**config.mk**
```make
export PLATFORM = sky130hd
export DESIGN_NAME = nibble_serial_addsub_ctrl
export DESIGN_NICKNAME = d
export VERILOG_FILES = /design/src/rtl/nibble_serial_addsub_ctrl.sv
export SDC_FILE = /design/constraint.sdc
export NUM_CORES = 1
export LEC_CHECK = 0
export ABC_CLOCK_PERIOD_IN_PS = 1600
export CAP_MARGIN = 0
export CORE_ASPECT_RATIO = 1.1
export CORE_MARGIN = 3
export CORE_UTILIZATION = 25
export CTS_BUF_LIST = sky130_fd_sc_hd__clkbuf_8
export CTS_CLUSTER_SIZE = 28
export DETAILED_ROUTE_END_ITERATION = 8
export PLACE_DENSITY = 0.57
export SYNTH_ARGS = -nofsm -noshare
export SYNTH_HDL_FRONTEND = slang
export SYNTH_SLANG_ARGS = --single-unit
export TNS_END_PERCENT = 5
```
**constraint.sdc**
```tcl
create_clock -name clk -period 1.6 [get_ports clk]
set_input_delay 0.32 -clock clk [delete_from_list [all_inputs] [get_ports clk]]
set_output_delay 0.32 -clock clk [all_outputs]
set_load 0.05 [all_outputs]
```
**src/rtl/nibble_serial_addsub_ctrl.sv**
```systemverilog
// Nibble-serial add/subtract sequencer driving one shared external 4-bit adder.
// Operands are latched on start and processed LSB nibble first, one per clock.
module nibble_serial_addsub_ctrl #(
  parameter int NIBBLES = 4
) (
  input  logic                   clk,
  input  logic                   rst_n,
  input  logic                   start,
  input  logic                   sub,
  input  logic [4*NIBBLES-1:0]   a,
  input  logic [4*NIBBLES-1:0]   b,
  output logic [3:0]             adder_a,
  output logic [3:0]             adder_b,
  output logic                   adder_cin,
  input  logic [3:0]             adder_s,
  input  logic                   adder_cout,
  output logic                   busy,
  output logic                   done,
  output logic [4*NIBBLES-1:0]   result,
  output logic                   cout,
  output logic                   overflow,
  output logic                   zero
);

  localparam int W  = 4 * NIBBLES;
  localparam int IW = (NIBBLES > 1) ? $clog2(NIBBLES) : 1;
  localparam logic [IW-1:0] LAST = IW'(NIBBLES - 1);

  typedef enum logic {IDLE, RUN} state_t;

  state_t          state, state_next;
  logic [W-1:0]    op_a, op_b, acc;
  logic [W-1:0]    sh_a, sh_b, new_result;
  logic            carry;
  logic [IW-1:0]   idx;
  logic            last;

  always_comb begin
    state_next = state;
    adder_a    = '0;
    adder_b    = '0;
    adder_cin  = 1'b0;
    busy       = 1'b0;
    last       = 1'b0;
    sh_a       = op_a >> {idx, 2'b00};
    sh_b       = op_b >> {idx, 2'b00};
    // acc shifts right each nibble, so after the last one it is already in place
    new_result = {adder_s, acc[W-1:4]};
    case (state)
      IDLE: begin
        if (start) state_next = RUN;
      end
      RUN: begin
        busy      = 1'b1;
        adder_a   = sh_a[3:0];
        adder_b   = sh_b[3:0];
        adder_cin = carry;
        last      = (idx == LAST);
        if (last) state_next = IDLE;
      end
    endcase
  end

  always_ff @(posedge clk or negedge rst_n) begin
    if (!rst_n) begin
      state    <= IDLE;
      op_a     <= '0;
      op_b     <= '0;
      acc      <= '0;
      carry    <= 1'b0;
      idx      <= '0;
      done     <= 1'b0;
      result   <= '0;
      cout     <= 1'b0;
      overflow <= 1'b0;
      zero     <= 1'b0;
    end else begin
      state <= state_next;
      done  <= 1'b0;
      case (state)
        IDLE: begin
          if (start) begin
            op_a  <= a;
            op_b  <= b ^ {W{sub}};
            carry <= sub;
            idx   <= '0;
            acc   <= '0;
          end
        end
        RUN: begin
          acc   <= new_result;
          carry <= adder_cout;
          idx   <= idx + 1'b1;
          if (last) begin
            result   <= new_result;
            cout     <= adder_cout;
            overflow <= (op_a[W-1] == op_b[W-1]) && (adder_s[3] != op_a[W-1]);
            zero     <= (new_result == '0);
            done     <= 1'b1;
            idx      <= '0;
          end
        end
      endcase
    end
  end

endmodule

```
==> results.txt, run 1 <==
----------------------------------------------------
[Floorplan]
  Height of the chip ... around 120 µm
  Starting density of the core ... 26.0%
  Placeable core area ... between 10000 and 15000 µm²
  Full die area ... ~13000 µm²
  Std cell rows ... 41
  IO Count ... 71
  Horiz. Die Dim ... 111 µm

[Logic synthesis]
  Complex-gate fraction of the synthesized area ... ~5.5%
  Yosys warning count ... 0
  Share of cell area taken by muxes after synthesis ... 18.9%
  Post-Syn Area ... ~3000 µm²
  Fraction of the yosys area taken by sequential cells ... 56.2%
  Synthesized-area fraction occupied by xor and xnor cells ... between 4 and 5%
  Avg Cell Area, Syn ... 12.4 µm²
  Total nets after synthesis ... roughly 290
  #FFs+latches synth ... 68
  Main combinational cell family by area after synthesis ... multiplexers
  Post-synthesis simple-gate area fraction ... 11.0%
  Adder-Cell Fraction of Synth Area ... 0.413%
  Count of different cell masters after synthesis ... 24
  Gate count after technology mapping ... 244

[Placed design]
  Last weighted congestion value of the routability-driven placer ... ~0.76
  Number of port buffers ... 70
  Area post-placement ... about 4000 µm²
  Cell total after placement ... 465
  Placed wire-length estimate ... between 4000 and 5000 µm

[Route]
  DRT iter0 DRCs ... 46
  Number of design rule violations left after detail routing ... 0
  Overall via count from detail_route ... 2065
  Average detailed-routed wire length per instance ... 13.8 µm
  Routed wire length ... 6670 µm
  Ratio of routed vias to standard cells ... 4.28
  Number of optimization iterations in the first detailed-route pass ... 4
  Remaining antenna violation count after routing ... 0

[Clock network]
  Post-CTS repair timing setup buffer count ... 0
  Cell at the root of the clock tree ... sky130_fd_sc_hd__clkbuf_8
  CTS tree ... done
  Total number of clock tree sinks ... between 60 and 70
  CTS H-tree lvls ... 3
  Clock slew at the register clock pins of the worst setup and hold paths ... 0.07 ns
  Clk Latency, worst-skew pair ... 0.34 ns
  Total CTS buffers ... 9
  Bufs on Longest Clock Path ... 2

[Worst hold path]
  HP Class ... flip-flop to flip-flop

[Global route]
  Antenna violations before repair ... 0
  First-pass GRT wire length ... between 10000 and 15000 µm
  Pin count of the biggest net entering global routing ... 69
  Vias in the first global route ... 2214
  Total GRT Usage ... 10.6%
  Sum of overflow across all layers after global routing ... 0

[Power]
  Share of power burned in registers ... 30.2%
  Relative contribution of the clock network to total power ... 16.8%
  Total chip power ... 10100 µW
  Switching share of power ... 39.3%
  Internal portion of total power ... 6150 µW
  Leakage ... 0.00189 µW
  Peak VDD IR ... roughly 960 µV
  NetSw ... 3990 µW
  Pwr per Cell Area ... approximately 2300 nW/µm²
  Combinational power share ... 53.0%

[Worst setup path]
  Buf+Inv Stages, Crit Path ... 2
  Worst endpoint data arrival time ... around 1.7 ns
  Worst EP required ... 1.28 ns
  Cell with the biggest individual delay on the critical path ... sky130_fd_sc_hd__mux4_2
  Worst stage delay on the critical path ... 0.49 ns
  Kind of critical path ... flip-flop to primary output
  Maximum fanout along the worst path ... 5
  Worst Setup Start Kind ... flip-flop
  Top cell family by delay on the critical path ... multiplexers
  Kind of capture point of the worst setup path ... primary output
  Ordered list of cells on the worst path ... buf_6, mux4_2, and2_4, buf_8

[Timing]
  Final number of hold-violating endpoints ... 0
  Highest achievable clock rate ... 0.507 GHz
  Relative slew slack ... 75.7%
  Final worst setup slack ... -0.372 ns
  Setup repair after global routing missed its margin ... true
  Worst clock skew ... 0.00810 ns
  Minimum clock period after layout ... between 1.5 and 2 ns
  Slew Limit Fails ... 0
  Final setup violation count ... 8
  Transition time at the pin with the least slew margin ... 0.364 ns
  Part of the cycle the worst path needs ... 123%

[Finish]
  Count of inserted antenna diode cells ... 0
  Cell area after layout ... 4330 µm²
  Final core utilization ... 37.2%
  Synthesis-to-finish area growth ... 43.1%
  Non-filler instance count after layout ... 482
  Layout net count ... 369
  Share of cells above drive strength 1 ... between 30 and 40%

[Status]
  Violations in the final reports ... negative setup slack
  Run status ... finished with violations

[Flow run]
  # Max-Cap Violations ... 0

----------------------------------------------------
-- Yosys cell counts, drive strengths merged --
master  count  share of area (%)
nor2        3               0.37
mux2i       2               0.66
dfrtp      68                 56
mux2       33                 12
clkbuf      4               0.50
ha          1               0.41
o21ai      32                5.3
nand3b      1               0.25
nand2      32                4.0
buf        12                2.8
nand2b     14                3.0
nand4       1               0.21
and2        9                1.9
inv         1               0.12
and3b       1               0.29
or2b        1               0.25
a21oi       1               0.17
nor4        4               0.83
xnor2      16                4.6
mux4        8                6.0
-- layout make-up --
class,count,area [µm²]
Fill cell,1129,7310
Inverter,1,3.75
Clock inverter,7,116
Sequential cell,68,1700
Multi-Input combinational cell,159,1250
Tap cell,150,188
Timing Repair Buffer,88,942
Clock buffer,9,124
-- power by group through the flow --
| stage | Clock [µW] | Sequential, µW | Combinational [µW] |
|---|---|---|---|
| 2_1_floorplan | 0 | 3730 | 2620 |
| 3_3_place_gp | 0 | 3070 | 4880 |
| 3_5_place_dp | 0 | 3100 | 4940 |
| 4_1_cts | 1760 | 3080 | 5440 |
| 5_1_grt | 1850 | 3180 | 5740 |
| 6_report | 1700 | 3070 | 5370 |
-- logic make-up after synthesis --
family                     count (synthesis)
AOI/OAI and AO/OA                         33
xor gates and xnor gates                  16
adders and majority gates                  1
buffers and inverters                     17
DFF                                       68
muxes                                     43
and+or+nand+nor                           66
-- tightest hold or removal path: cells and delay by family (launching register included) --
kind | cells | cell delay [ns]
simple gates | 1 | 0.04
flops | 1 | 0.34
compound gates | 1 | 0.06
-- path summary, 6_finish.rpt --
path	cells after the start	to	slack [ns]	start
max	4	adder_b[1]	-0.37	idx[0]$_DFFE_PN0P_
min	2	op_b[13]$_DFFE_PN0P_	0.48	op_b[13]$_DFFE_PN0P_
max reg2reg	6	result[0]$_DFFE_PN0P_	0.04	idx[0]$_DFFE_PN0P_
min reg2reg	2	op_b[13]$_DFFE_PN0P_	0.48	op_b[13]$_DFFE_PN0P_
max in group asynchronous	3	idx[1]$_DFFE_PN0P_	0.76	rst_n
min in group asynchronous	3	result[12]$_DFFE_PN0P_	0.54	rst_n
-- layout by cell type (no fill, tap or decap), types with 8 or more instances in the layout --
cell type,count
sky130_fd_sc_hd__buf_4,27
sky130_fd_sc_hd__mux2_2,32
sky130_fd_sc_hd__and2_4,9
sky130_fd_sc_hd__dfrtp_1,66
sky130_fd_sc_hd__nand2_1,31
sky130_fd_sc_hd__o21ai_0,28
sky130_fd_sc_hd__mux4_2,8
sky130_fd_sc_hd__xnor2_1,16
sky130_fd_sc_hd__clkbuf_8,9
sky130_fd_sc_hd__buf_8,8
sky130_fd_sc_hd__clkdlybuf4s50_1,39
sky130_fd_sc_hd__buf_12,9
sky130_fd_sc_hd__nand2b_1,13
-- metrics by stage --
step	worst slack [ns]	hold slack [ns]	setup TNS, ns
3_3_place_gp	-0.122	0.374	-1.26
5_1_grt	-0.471	0.511	-3.86
2_1_floorplan	-0.00301	0.0244	-0.0235
3_5_place_dp	-0.127	0.375	-1.48
6_report	-0.372	0.479	-2.89
4_1_cts	-0.402	0.484	-3.16
-- registers in the layout, indices dropped and copies added, names as in the netlist --
name      flops
op_a         16
op_b         16
result       16
acc          12
idx           2
carry         1
cout          1
done          1
overflow      1
state         1
zero          1
-- layer usage --
metal  GRT usage [%]  vias up  share of wire, %
met5               0        -                 0
met4            4.39        0               1.6
met3            3.04       12               5.3
met2            16.8       58                46
met1            13.6     1001                48
li1                -      994                 -
-- repair_timing --
| action | CTS | global route |
|---|---|---|
| pin swaps | 9 | 0 |
| cloned | 0 | 0 |
| setup endpoints to repair | 26 | 26 |
| gates resized for setup | 31 | 2 |
| endpoints found under the hold margin | 23 | 0 |
| hold buffers | 1 | 0 |
Note: power is estimated with default switching activity, not from simulation.
==> run 2: changes to the inputs <==
Settings changed: PLACE_DENSITY 0.57 to default, PLACE_DENSITY_LB_ADDON from default to 0.2.
==> run 2 against run 1 <==
Against the previous run:
- the flow finishes with violations (negative hold slack, negative setup slack)
- power increased by 1.1%
- count of clock-buffer cells in the layout increased by 3
- worst hold slack got worse by 0.50 ns
- clock power decreased by 4%
- wire length increased by 0.75%
- final area increased by 1.2%
- sequential power about the same
- highest routed layer unchanged
==> results.txt, run 2 (synthesis gave the netlist of run 1 again) <==
----------------------------------------------------
[Worst setup path]
  Cell with the biggest individual delay on the critical path ... sky130_fd_sc_hd__mux4_2 (unchanged)
  Worst endpoint data arrival time ... 1.70 ns (was 1.65 ns)
  Maximum fanout along the worst path ... 5 (unchanged)
  Worst stage delay on the critical path ... 0.50 ns (was 0.49 ns)
  Worst EP required ... 1.28 ns (about the same)
  Kind of capture point of the worst setup path ... primary output (unchanged)
  Kind of critical path ... flip-flop to primary output (unchanged)
  Ordered list of cells on the worst path ... buf_6, mux4_2, and2_4, buf_8 (unchanged)
  Worst Setup Start Kind ... flip-flop (unchanged)

[Finish]
  Non-filler instance count after layout ... 482 (unchanged)
  Synthesis-to-finish area growth ... 44.8% (was 43.1%)
  Most common cell after layout, fill and taps aside ... sky130_fd_sc_hd__dfrtp_1 (unchanged)
  Final core utilization ... 37.6% (was 37.2%)
  Commonest non-fill, non-tap cells in the layout ... sky130_fd_sc_hd__dfrtp_1 (67), sky130_fd_sc_hd__clkdlybuf4s50_1 (39), sky130_fd_sc_hd__mux2_2 (33) (was sky130_fd_sc_hd__dfrtp_1 (66), sky130_fd_sc_hd__clkdlybuf4s50_1 (39), sky130_fd_sc_hd__mux2_2 (32))
  Largest registers ranked by flip-flop count ... op_a x16, op_b x16, result x16 (unchanged)
  Layout fillers ... 1157 (was 1129)
  Count of inserted antenna diode cells ... 0 (unchanged)
  Share of cells above drive strength 1 ... 35.5% (unchanged)
  Layout net count ... 369 (unchanged)

[Floorplan]
  Height of the chip ... 121 µm (unchanged)
  Horiz. Die Dim ... 111 µm (unchanged)
  IO Count ... 71 (unchanged)
  Placeable core area ... 11600 µm² (unchanged)
  Starting density of the core ... 26.0% (unchanged)
  Std cell rows ... 41 (unchanged)
  Full die area ... 13500 µm² (unchanged)

[Route]
  Routed wire length ... 6720 µm (was 6670 µm)
  Remaining antenna violation count after routing ... 0 (unchanged)
  Average detailed-routed wire length per instance ... 13.9 µm (was 13.8 µm)
  Ratio of routed vias to standard cells ... 4.28 (about the same)
  DRT iter0 DRCs ... 79 (was 46)
  Number of optimization iterations in the first detailed-route pass ... 4 (unchanged)
  Overall via count from detail_route ... 2063 (was 2065)
  Number of design rule violations left after detail routing ... 0 (unchanged)

[Placed design]
  Post-placement setup slack ... -0.115 ns (was -0.127 ns)
  Last weighted congestion value of the routability-driven placer ... 0.760 (was 0.758)
  Number of port buffers ... 70 (unchanged)
  Cell total after placement ... 466 (was 465)
  Placed wire-length estimate ... 4670 µm (was 4720 µm)

[Timing]
  Relative slew slack ... 73.6% (was 75.7%)
  Worst clock skew ... 0.00493 ns (was 0.00810 ns)
  Transition time at the pin with the least slew margin ... 0.397 ns (was 0.364 ns)
  Minimum clock period after layout ... 2.02 ns (was 1.97 ns)
  Final number of hold-violating endpoints ... 16 (was 0)
  Final setup violation count ... 8 (unchanged)
  Final worst setup slack ... -0.417 ns (was -0.372 ns)
  Slew Limit Fails ... 0 (unchanged)
  Part of the cycle the worst path needs ... 126% (was 123%)
  Highest achievable clock rate ... 0.496 GHz (was 0.507 GHz)
  Post-route setup TNS ... -3.14 ns (was -2.89 ns)
  Setup repair after global routing missed its margin ... true (unchanged)
  Final hold slack ... -0.0255 ns (was 0.479 ns)

[Power]
  Leakage ... 0.00191 µW (was 0.00189 µW)
  Share of power burned in registers ... 29.8% (was 30.2%)
  Peak VDD IR ... 1140 µV (was 964 µV)
  Pwr per Cell Area ... 2340 nW/µm² (about the same)
  Combinational power share ... 54.3% (was 53.0%)
  Relative contribution of the clock network to total power ... 15.9% (was 16.8%)
  Switching share of power ... 38.8% (was 39.3%)
  NetSw ... 3980 µW (was 3990 µW)
  Internal portion of total power ... 6280 µW (was 6150 µW)

[Clock network]
  Clk Latency, worst-skew pair ... 0.33 ns (was 0.34 ns)
  Bufs on Longest Clock Path ... 2 (unchanged)
  Total number of clock tree sinks ... 68 (unchanged)
  Total CTS buffers ... 9 (unchanged)
  Clock slew at the register clock pins of the worst setup and hold paths ... 0.07 ns (about the same)
  Post-CTS repair timing setup buffer count ... 0 (unchanged)
  Number of hold buffers added after CTS ... 0 (was 1)
  CTS H-tree lvls ... 3 (unchanged)
  Cell at the root of the clock tree ... sky130_fd_sc_hd__clkbuf_8 (unchanged)
  CTS tree ... done (unchanged)

[Global route]
  Vias in the first global route ... 2261 (was 2214)
  First-pass GRT wire length ... 11500 µm (was 11200 µm)
  Antenna violations before repair ... 0 (unchanged)
  Pin count of the biggest net entering global routing ... 69 (unchanged)
  Total GRT Usage ... 10.9% (was 10.6%)
  Sum of overflow across all layers after global routing ... 0 (unchanged)

[Status]
  Run status ... finished with violations (unchanged)
  Violations in the final reports ... negative hold slack, negative setup slack (was negative setup slack)

[Flow run]
  # Max-Cap Violations ... 0 (unchanged)

[Worst hold path]
  HP Class ... input port to asynchronous set/reset pin (was flip-flop to flip-flop)

----------------------------------------------------
## run 2: timing repair
action	in CTS	in global routing
endpoints found under the setup margin	9	22
hold endpoints to repair	0	0
pin swaps	8	0
resized for setup	30	1
## run 2: metrics by stage
step	hold slack, ns	cell area (µm²)	total power, µW
3_5_place_dp	0.377	4060	8230
3_3_place_gp	0.377	4060	8190
4_1_cts	0.00422	4380	10400
6_report	-0.0255	4380	10300
5_1_grt	0.00113	4380	10900
2_1_floorplan	0.0244	3040	6350
## run 2: critical path, delay by kind of cell (launching register included)
kind                   cells  cell delay, ns
buffers and inverters      2            0.29
flip-flops                 1            0.41
multiplexers               1            0.50
AND/OR/NAND/NOR            1            0.16
## run 2: path summary, 6_finish.rpt
check                                          start                endpoint  slack (ns)  cells past startpoint
worst max-delay path              idx[0]$_DFFE_PN0P_              adder_b[1]       -0.42                      4
worst min-delay path                           rst_n  result[12]$_DFFE_PN0P_       -0.03                      2
worst max register to register    idx[0]$_DFFE_PN0P_  result[10]$_DFFE_PN0P_        0.10                      5
worst min register to register  op_b[11]$_DFFE_PN0P_    op_b[11]$_DFFE_PN0P_        0.48                      2
max in group asynchronous                      rst_n         state$_DFF_PN0_        1.28                      2
min in group clk                op_b[11]$_DFFE_PN0P_    op_b[11]$_DFFE_PN0P_        0.48                      2
## run 2: final cells by class
type | instances | area (µm²) | share of cell area (%)
timing repair buffer | 88 | 1010 | 23.0
multi-input combinational | 159 | 1250 | 28.5
clock inverter | 4 | 70.1 | 1.60
inverter | 1 | 3.75 | 0.0856
tap | 150 | 188 | 4.28
clock buffer | 12 | 165 | 3.77
sequential | 68 | 1700 | 38.9
## run 2: layer usage
layer  vias up  share of wire (%)  global-route usage (%)
li1       1003                  -                       -
met4         0               0.91                    3.00
met3         9                7.0                    4.54
met5         -                  0                       0
met1       996                 43                    12.8
met2        55                 49                    18.4
## run 2: power by group through the flow
stage / sequential, µW / combinational, µW / clock (µW)
floorplan: 3730 / 2620 / 0
global placement: 3080 / 5110 / 0
detailed placement: 3080 / 5140 / 0
CTS: 3070 / 5660 / 1710
global route: 3160 / 5970 / 1790
finish: 3050 / 5570 / 1630
